[src/rtl/rr_mux_pkg.sv]
// Shared definitions for the four-way round-robin mux arbiter.
package rr_mux_pkg;
  localparam int N_REQ = 4;
  localparam int IDX_W = 2;

  typedef enum logic {
    IDLE = 1'b0,
    OWN  = 1'b1
  } arb_state_t;

  function automatic logic [N_REQ-1:0] idx_to_onehot(input logic [IDX_W-1:0] idx);
    logic [N_REQ-1:0] oh;
    oh      = '0;
    oh[idx] = 1'b1;
    return oh;
  endfunction
endpackage

[src/rtl/MUX41.sv]
// Single-bit 4:1 mux cell; sel 00..11 picks in0..in3.
module MUX41 (
  input  logic       in0,
  input  logic       in1,
  input  logic       in2,
  input  logic       in3,
  input  logic [1:0] sel,
  output logic       y
);
  always_comb begin
    case (sel)
      2'b00:   y = in0;
      2'b01:   y = in1;
      2'b10:   y = in2;
      default: y = in3;
    endcase
  end
endmodule

[src/rtl/rr_pick4.sv]
// Combinational round-robin search: first asserted req at start, start+1, ... (mod 4).
module rr_pick4
  import rr_mux_pkg::*;
(
  input  logic [N_REQ-1:0] req,
  input  logic [IDX_W-1:0] start,
  output logic [IDX_W-1:0] idx,
  output logic             found
);
  logic [IDX_W-1:0] cand;

  // Walk from the farthest candidate back to start so the nearest one wins.
  always_comb begin
    found = 1'b0;
    idx   = start;
    cand  = start;
    for (int k = N_REQ - 1; k >= 0; k--) begin
      cand = start + IDX_W'(k);
      if (req[cand]) begin
        found = 1'b1;
        idx   = cand;
      end
    end
  end
endmodule

[src/rtl/rr_mux_arbiter.sv]
// Round-robin arbiter with hold-time limit sharing one DATA_W path via MUX41 cells.
module rr_mux_arbiter
  import rr_mux_pkg::*;
#(
  parameter int DATA_W   = 4,
  parameter int MAX_HOLD = 8
) (
  input  logic              CLK,
  input  logic              RESET,
  input  logic [N_REQ-1:0]  req,
  input  logic [DATA_W-1:0] din0,
  input  logic [DATA_W-1:0] din1,
  input  logic [DATA_W-1:0] din2,
  input  logic [DATA_W-1:0] din3,
  output logic [N_REQ-1:0]  gnt,
  output logic [IDX_W-1:0]  sel,
  output logic [DATA_W-1:0] dout,
  output logic              dout_valid
);
  localparam int HOLD_W = $clog2(MAX_HOLD + 1);
  localparam logic [HOLD_W-1:0] HOLD_SAT  = HOLD_W'(MAX_HOLD);
  localparam logic [HOLD_W-1:0] HOLD_LAST = HOLD_W'(MAX_HOLD - 1);

  arb_state_t        state;
  logic [IDX_W-1:0]  last;
  logic [HOLD_W-1:0] hold_cnt;

  logic [N_REQ-1:0]  pick_req;
  logic [IDX_W-1:0]  pick_start;
  logic [IDX_W-1:0]  pick_idx;
  logic              pick_found;

  // The owner is masked out so the same search serves IDLE grant, release and rotation.
  assign pick_req   = req & ~gnt;
  assign pick_start = last + IDX_W'(1);

  rr_pick4 u_pick (
    .req   (pick_req),
    .start (pick_start),
    .idx   (pick_idx),
    .found (pick_found)
  );

  always_ff @(posedge CLK or posedge RESET) begin
    if (RESET) begin
      state      <= IDLE;
      gnt        <= '0;
      sel        <= '0;
      last       <= IDX_W'(N_REQ - 1);
      hold_cnt   <= '0;
      dout_valid <= 1'b0;
    end else begin
      case (state)
        IDLE: begin
          if (pick_found) begin
            state      <= OWN;
            gnt        <= idx_to_onehot(pick_idx);
            sel        <= pick_idx;
            last       <= pick_idx;
            hold_cnt   <= '0;
            dout_valid <= 1'b1;
          end
        end
        OWN: begin
          if (req[sel]) begin
            // A saturated counter also counts as expired once someone else shows up.
            if (pick_found && hold_cnt >= HOLD_LAST) begin
              gnt      <= idx_to_onehot(pick_idx);
              sel      <= pick_idx;
              last     <= pick_idx;
              hold_cnt <= '0;
            end else if (hold_cnt != HOLD_SAT) begin
              hold_cnt <= hold_cnt + HOLD_W'(1);
            end
          end else if (pick_found) begin
            gnt      <= idx_to_onehot(pick_idx);
            sel      <= pick_idx;
            last     <= pick_idx;
            hold_cnt <= '0;
          end else begin
            state      <= IDLE;
            gnt        <= '0;
            hold_cnt   <= '0;
            dout_valid <= 1'b0;
          end
        end
        default: state <= IDLE;
      endcase
    end
  end

  for (genvar b = 0; b < DATA_W; b++) begin : g_mux
    MUX41 u_mux41 (
      .in0 (din0[b]),
      .in1 (din1[b]),
      .in2 (din2[b]),
      .in3 (din3[b]),
      .sel (sel),
      .y   (dout[b])
    );
  end
endmodule

[config.mk]
export PLATFORM = sky130hd
export DESIGN_NAME = rr_mux_arbiter
export DESIGN_NICKNAME = d
export VERILOG_FILES = /design/src/rtl/rr_mux_pkg.sv /design/src/rtl/MUX41.sv /design/src/rtl/rr_pick4.sv /design/src/rtl/rr_mux_arbiter.sv
export SDC_FILE = /design/constraint.sdc
export NUM_CORES = 1
export LEC_CHECK = 0
export ABC_AREA = 0
export BUFFER_PORTS_ARGS = -buffer_cell sky130_fd_sc_hd__buf_2
export CORE_MARGIN = 4
export CORE_UTILIZATION = 53
export CTS_CLUSTER_SIZE = 25
export DETAILED_ROUTE_END_ITERATION = 8
export PLACE_DENSITY = 0.86
export SLEW_MARGIN = 20
export SYNTH_ARGS = -nofsm -noshare
export SYNTH_HDL_FRONTEND = slang
export SYNTH_HIERARCHICAL = 1
export SYNTH_SLANG_ARGS = --single-unit
export TNS_END_PERCENT = 100
[constraint.sdc]
create_clock -name CLK -period 4.3 [get_ports CLK]
set_input_delay 0.43 -clock CLK [delete_from_list [all_inputs] [get_ports CLK]]
set_output_delay 0.43 -clock CLK [all_outputs]
set_load 0.03 [all_outputs]
**Word-level counts from Yosys, hierarchy flattened**

Index checks and enable logic that the tools add are counted.
W data, S select, Z words.

- Register bits after elaboration: 14
- Input port bits: 22
- Output and inout port bits: 11
- Logic and storage cells: 84

- Muxes and demuxes: 48
- Reductions and logical operators: 6
- $add $sub $neg: 5
- Equality and inequality tests: 8
- Order comparisons: 8
- Bitwise gates (word level): 3

Operators with widths:

| cell | count |
|---|---|
| $mux W4 | 8 |
| $lt A2 B3 Y1 const B | 6 |
| $mux W2 | 9 |
| $pmux W4 S2 | 2 |
| $mux W1 | 15 |
| $pmux W1 S3 | 4 |
| $bmux W1 S2 | 5 |
| $pmux W2 S2 | 2 |
| $ne A2 B2 Y1 const B | 3 |
| $add A2 B1 Y2 const B | 2 |
| $add A2 B2 Y2 const B | 2 |
| $add A4 B1 Y4 const B | 1 |
| $and A4 B4 Y4 | 1 |
| $ge A4 B3 Y1 const B | 1 |
| $ne A4 B2 Y1 const B | 1 |
| $ne A4 B4 Y1 const B | 1 |
| $not A4 Y4 | 1 |
| $pmux W1 S2 | 2 |
| $reduce_and A2 Y1 | 2 |
| $ne A3 B2 Y1 const B | 1 |
| $reduce_and A3 Y1 | 1 |
| $demux W1 S2 | 1 |
| $eq A2 B1 Y1 const B | 1 |
| $eq A2 B2 Y1 const B | 1 |
| 4 further kinds | 5 |

**Depth between registers and ports, before layout**

- Depth after elaboration: 15
- Mapped depth: 7

**By module**

Netlist, hierarchy kept.

By module, submodules not included:

| module | cells each | sequential area each (um2) | instances | area each (um2) |
|---|---|---|---|---|
| rr_mux_arbiter | 70 | 352.8 | 1 | 785.8 |
| rr_pick4 | 16 | 0.0 | 1 | 100.1 |
| MUX41 | 1 | 0.0 | 4 | 22.5 |

**Least setup slack after synthesis**

OpenSTA, ideal clock, no wires.

- Path type: register to register
- Start: reg gnt[3]
- End: reg gnt[0]
- Data arrival time: 1,891 ps
- Path buffers: 0
- Slack: 2,284 ps
- Required time: 4,175 ps
- Cell stages (with the launch flop): 8
- Cells stage by stage: dfrtp_1 > nor2b_1 > nor2_1 > nand2_1 > nor2b_1 > a31o_1 > a211oi_2 > mux2_2

- Elaborated cells on any way between the ends: 32

RTL lines:

| element | line | text |
|---|---|---|
| from (decl) | rr_mux_arbiter.sv:15 | `output logic [N_REQ-1:0] gnt,` |
| from (signal assigned) | rr_mux_arbiter.sv:57 | `gnt <= idx_to_onehot(pick_idx);` |
| from (signal assigned) | rr_mux_arbiter.sv:68 | `gnt <= idx_to_onehot(pick_idx);` |
| from (signal assigned) | rr_mux_arbiter.sv:76 | `gnt <= idx_to_onehot(pick_idx);` |
| $not A4 Y4 * | rr_mux_arbiter.sv:34 | `assign pick_req = req & ~gnt;` |
| $and A4 B4 Y4 * | rr_mux_arbiter.sv:34 |  |
| net pick_req[3] | rr_mux_arbiter.sv:28 | `logic [N_REQ-1:0] pick_req;` |
| $bmux W1 S2 | rr_pick4.sv:19 | `if (req[cand]) begin` |
| $mux W1 (implied by the code) | rr_pick4.sv:19 |  |
| $mux W1 (3 in a row) | rr_pick4.sv:19 |  |
| $mux W1 * | rr_pick4.sv:19 |  |
| net pick_found | rr_mux_arbiter.sv:31 | `logic pick_found;` |
| $mux W4 / $logic_and A1 B1 Y1 (equally long branches) | rr_mux_arbiter.sv:75, rr_mux_arbiter.sv:67 |  |
| $mux W4 / $ne A3 B2 Y1 (equally long branches) | - |  |
| $pmux W4 S2 / $reduce_and A2 Y1 (equally long branches) | - |  |

Mark *: on every way through the listed nets, which the timed path passes. The rest lies on a longest branch. The select of a mux whose other input is x is not followed.
A chain may end at the register's enable or synchronous reset.

**Final worst setup path**

- Start: reg sel[0]
- End: out dout[0]

- Cells in the longest elaborated chain, start to end: 2
- Elaborated cells on any way between the ends: 4

RTL lines:

| element | line | text |
|---|---|---|
| from (decl) | rr_mux_arbiter.sv:16 | `output logic [IDX_W-1:0] sel,` |
| from (signal assigned) | rr_mux_arbiter.sv:58 | `sel <= pick_idx;` |
| from (signal assigned) | rr_mux_arbiter.sv:69 | `sel <= pick_idx;` |
| from (signal assigned) | rr_mux_arbiter.sv:77 | `sel <= pick_idx;` |
| $eq A2 B2 Y1 (tied with other cells) | MUX41.sv:11 | `case (sel)` |
| $pmux W1 S3 * | MUX41.sv:11 |  |
| to (decl) | rr_mux_arbiter.sv:17 | `output logic [DATA_W-1:0] dout,` |

Every way passes the cells marked *; elsewhere a longest branch is shown, timed or not.

==> flow_summary.yaml <==
timing:
  setup_slack_ps: 2190
  rsz0062_at_grt: "false"
  max_freq_ghz: 0.475
  period_share_pct: 49.0
  hold_violations: 0
  slew_headroom_pct: 63.2
  setup_viol: 0
  finalMaxSlewViolations: 0
  post-route-min-period_ps: 2110
  tns_ps: 0
  tightest_slew_ps: 551
  finClkSkew_ps: 1.40
yosys:
  synth.avg_cell_area_um2: 10.8
  ys_ff_latch: 14
  synth_warnings: 6
  synth_flop_cell: "dfrtp_1"
  synth-async-reset-ratio_pct: 100
  synth_edf_count: 0
  ys_types: 39
  postSynthNetCount: 114
  synthCells: 90
  ys_seq_area_share_pct: 36.2
  syn-cell-area_um2: 976
setup_path:
  slowest_delay_ps: 630
  worstPathRequired_ps: 3870
  reg2reg_slack_ps: 2220
  path_buf_inv: 1
  start_kind: "register"
  rr_worst_depth: 7
  worstPathCellList: "mux4_2 -> buf_2"
  crit_start: "sel[0]"
  reg2reg_from: "gnt[3]"
  arrival_ps: 1680
  critPathKind: "reg -> out"
  cp_slowest_cell: "dfrtp_1"
  worst-path-max-fanout: 10
  r2r-end: "hold_cnt[3]"
  endpoint_kind: "primary output"
  path_delay_family: "flip-flops"
  path_depth: 2
pwr:
  power_density_mw_per_mm2: 740
  ir_drop_mv: 0.456
  power.leakage_nw: 0.557
die:
  core-area_mm2: 0.00173
  die_area_mm2: 0.00259
  fp.dieH_um: 50.9
  die_width_um: 50.9
  ios: 33
  rows: 15
  initial_core_util_pct: 56.5
final_layout:
  syn_to_final_growth_pct: 21.8
  multiInputGateArea_um2: 592
  finish.utilization_pct: 68.8
  fin_area_mm2: 0.00119
  diodes: 0
  seq_area_um2: 353
  nFillCells: 145
  drive_gt1_share_pct: 45.6
  nets: 150
cts:
  clock_sinks: 14
  clk_pin_slew_ps: 80
  post-cts-setup-buffers: 0
  clk_latency_ps: 280
  hold_buffers: 0
  cts_max_path_buffers: 2
  cts_buffers: 3
  ctsHtreeMaxLevel: 1
  cts_resized: 0
  cts-root-buf: "clkbuf_4"
  cts_tree: "yes"
placement:
  place_area_mm2: 0.00116
  dpl.hpwl_mm: 1.79
  place_ws_ps: 2070
  io_buffers: 32
  gp_congestion: 0.851
detailed_routing:
  wl_per_cell_um: 14.9
  dr.pass1.iters: 4
  vias: 875
  drt_iter0_drc: 16
  drc: 0
  ant_nets: 0
  drt_wl_total_mm: 2.24
  vias_per_cell: 5.83
global_route:
  grt.total_usage_pct: 20.0
  grt_first_pass_wirelength_mm: 3.86
  grt_pass1_vias: 864
  overflow: 0
  grt_max_degree: 15
  antenna_found_initial: 0
outcome:
  status: "completed"
job:
  maxCapViolCount: 0
hold_path:
  hold_path.class: "in -> async"
-- synthesized netlist by cell type (2+ instances only) --
library cell	n	area [um2]
mux2_2	7	78.8
dfrtp_1	12	300
dfstp_2	2	52.6
nor2_1	6	22.5
inv_1	7	26.3
o21ai_0	4	20.0
and2b_2	2	17.5
mux4_2	5	113
nor2b_1	6	37.5
nor3_1	2	10.0
a21oi_1	2	10.0
ha_1	2	25.0
nand2_1	5	18.8
nor3b_1	3	22.5
-- worst max path at each step --
| stage | to |
|---|---|
| 5_1_grt | hold_cnt[3] |
| 4_1_cts | dout[0] |
| 3_3_place_gp | hold_cnt[0] |
| 3_5_place_dp | hold_cnt[0] |
| 6_report | dout[0] |
| 2_1_floorplan | gnt[0] |
-- worst reg2reg max path: stages (launching register included) --
cell and delay, ps:
dfrtp_1 410, nor2b_1 300, nor2_1 110, nand2_1 170, inv_1 100, nor2_1 380, nor3b_1 160, a221o_1 340
-- placed cells by master, fill, tap and decap left out, drive strengths merged --
master,netlist,routed
nor3,2,2
mux4,5,5
o2bb2ai,1,1
mux2,7,7
nand2,6,6
clkbuf,0,4
o21a,1,1
a31o,1,1
a31oi,1,1
a2bb2oi,1,1
dfrtp,12,12
buf,1,32
a221o,1,1
nand3b,1,1
or4,1,1
o21ai,4,4
o32ai,1,1
nor2,6,6
o221a,1,1
and2,1,1
a22o,1,1
or4b,1,1
nor3b,4,4
nand3,1,1
and2b,3,3
and3b,1,1
xor2,1,1
nor2b,6,6
a2111oi,1,1
dfstp,2,2
mux2i,1,1
nor4,1,1
ha,2,2
a21oi,2,2
a211oi,2,2
inv,7,7
-- layout make-up --
type                       count  area share, %
multi-input combinational     68           49.8
sequential                    14           29.7
timing repair buffer          32           13.5
tap                           25           2.63
inverter                       7           2.21
clock buffer                   4           2.21
-- power by group --
group          switching [mW]  internal [mW]  total (mW)
registers              0.0694          0.192       0.261
logic                   0.301          0.241       0.542
clock network          0.0409         0.0361      0.0769
-- routing by layer --
metal,up-vias,routed length [um],track usage [%]
met1,424,908,21.0
met2,36,1100,37.1
met4,0,40,8.07
li1,411,-,-
met5,-,0,0
met3,4,189,5.54
-- through the flow --
step,std cells,hold WS [ps],power [mW]
final,150,175,0.880
after detailed placement,146,482,0.808
after floorplan,90,318,0.679
after global routing,150,195,0.958
after global placement,146,476,0.789
after CTS,150,170,0.891
-- state kept, by name, indices dropped and copies added (netlist names) --
register and flops:
dout_valid 1, sel 2, last 2, hold_cnt 4
state 1, gnt 4
-- kinds of logic (layout without fill, tap and decap cells) --
group | count (synthesis) | after routing | share of synthesized area [%]
compound gates | 18 | 18 | 15.4
buf+inv | 8 | 43 | 3.21
fa+ha+maj | 2 | 2 | 2.56
simple gates | 34 | 34 | 21.2
xor+xnor | 1 | 1 | 0.898
mux | 13 | 13 | 20.6
flops | 14 | 14 | 36.2
(Power assumes the default switching activity.)
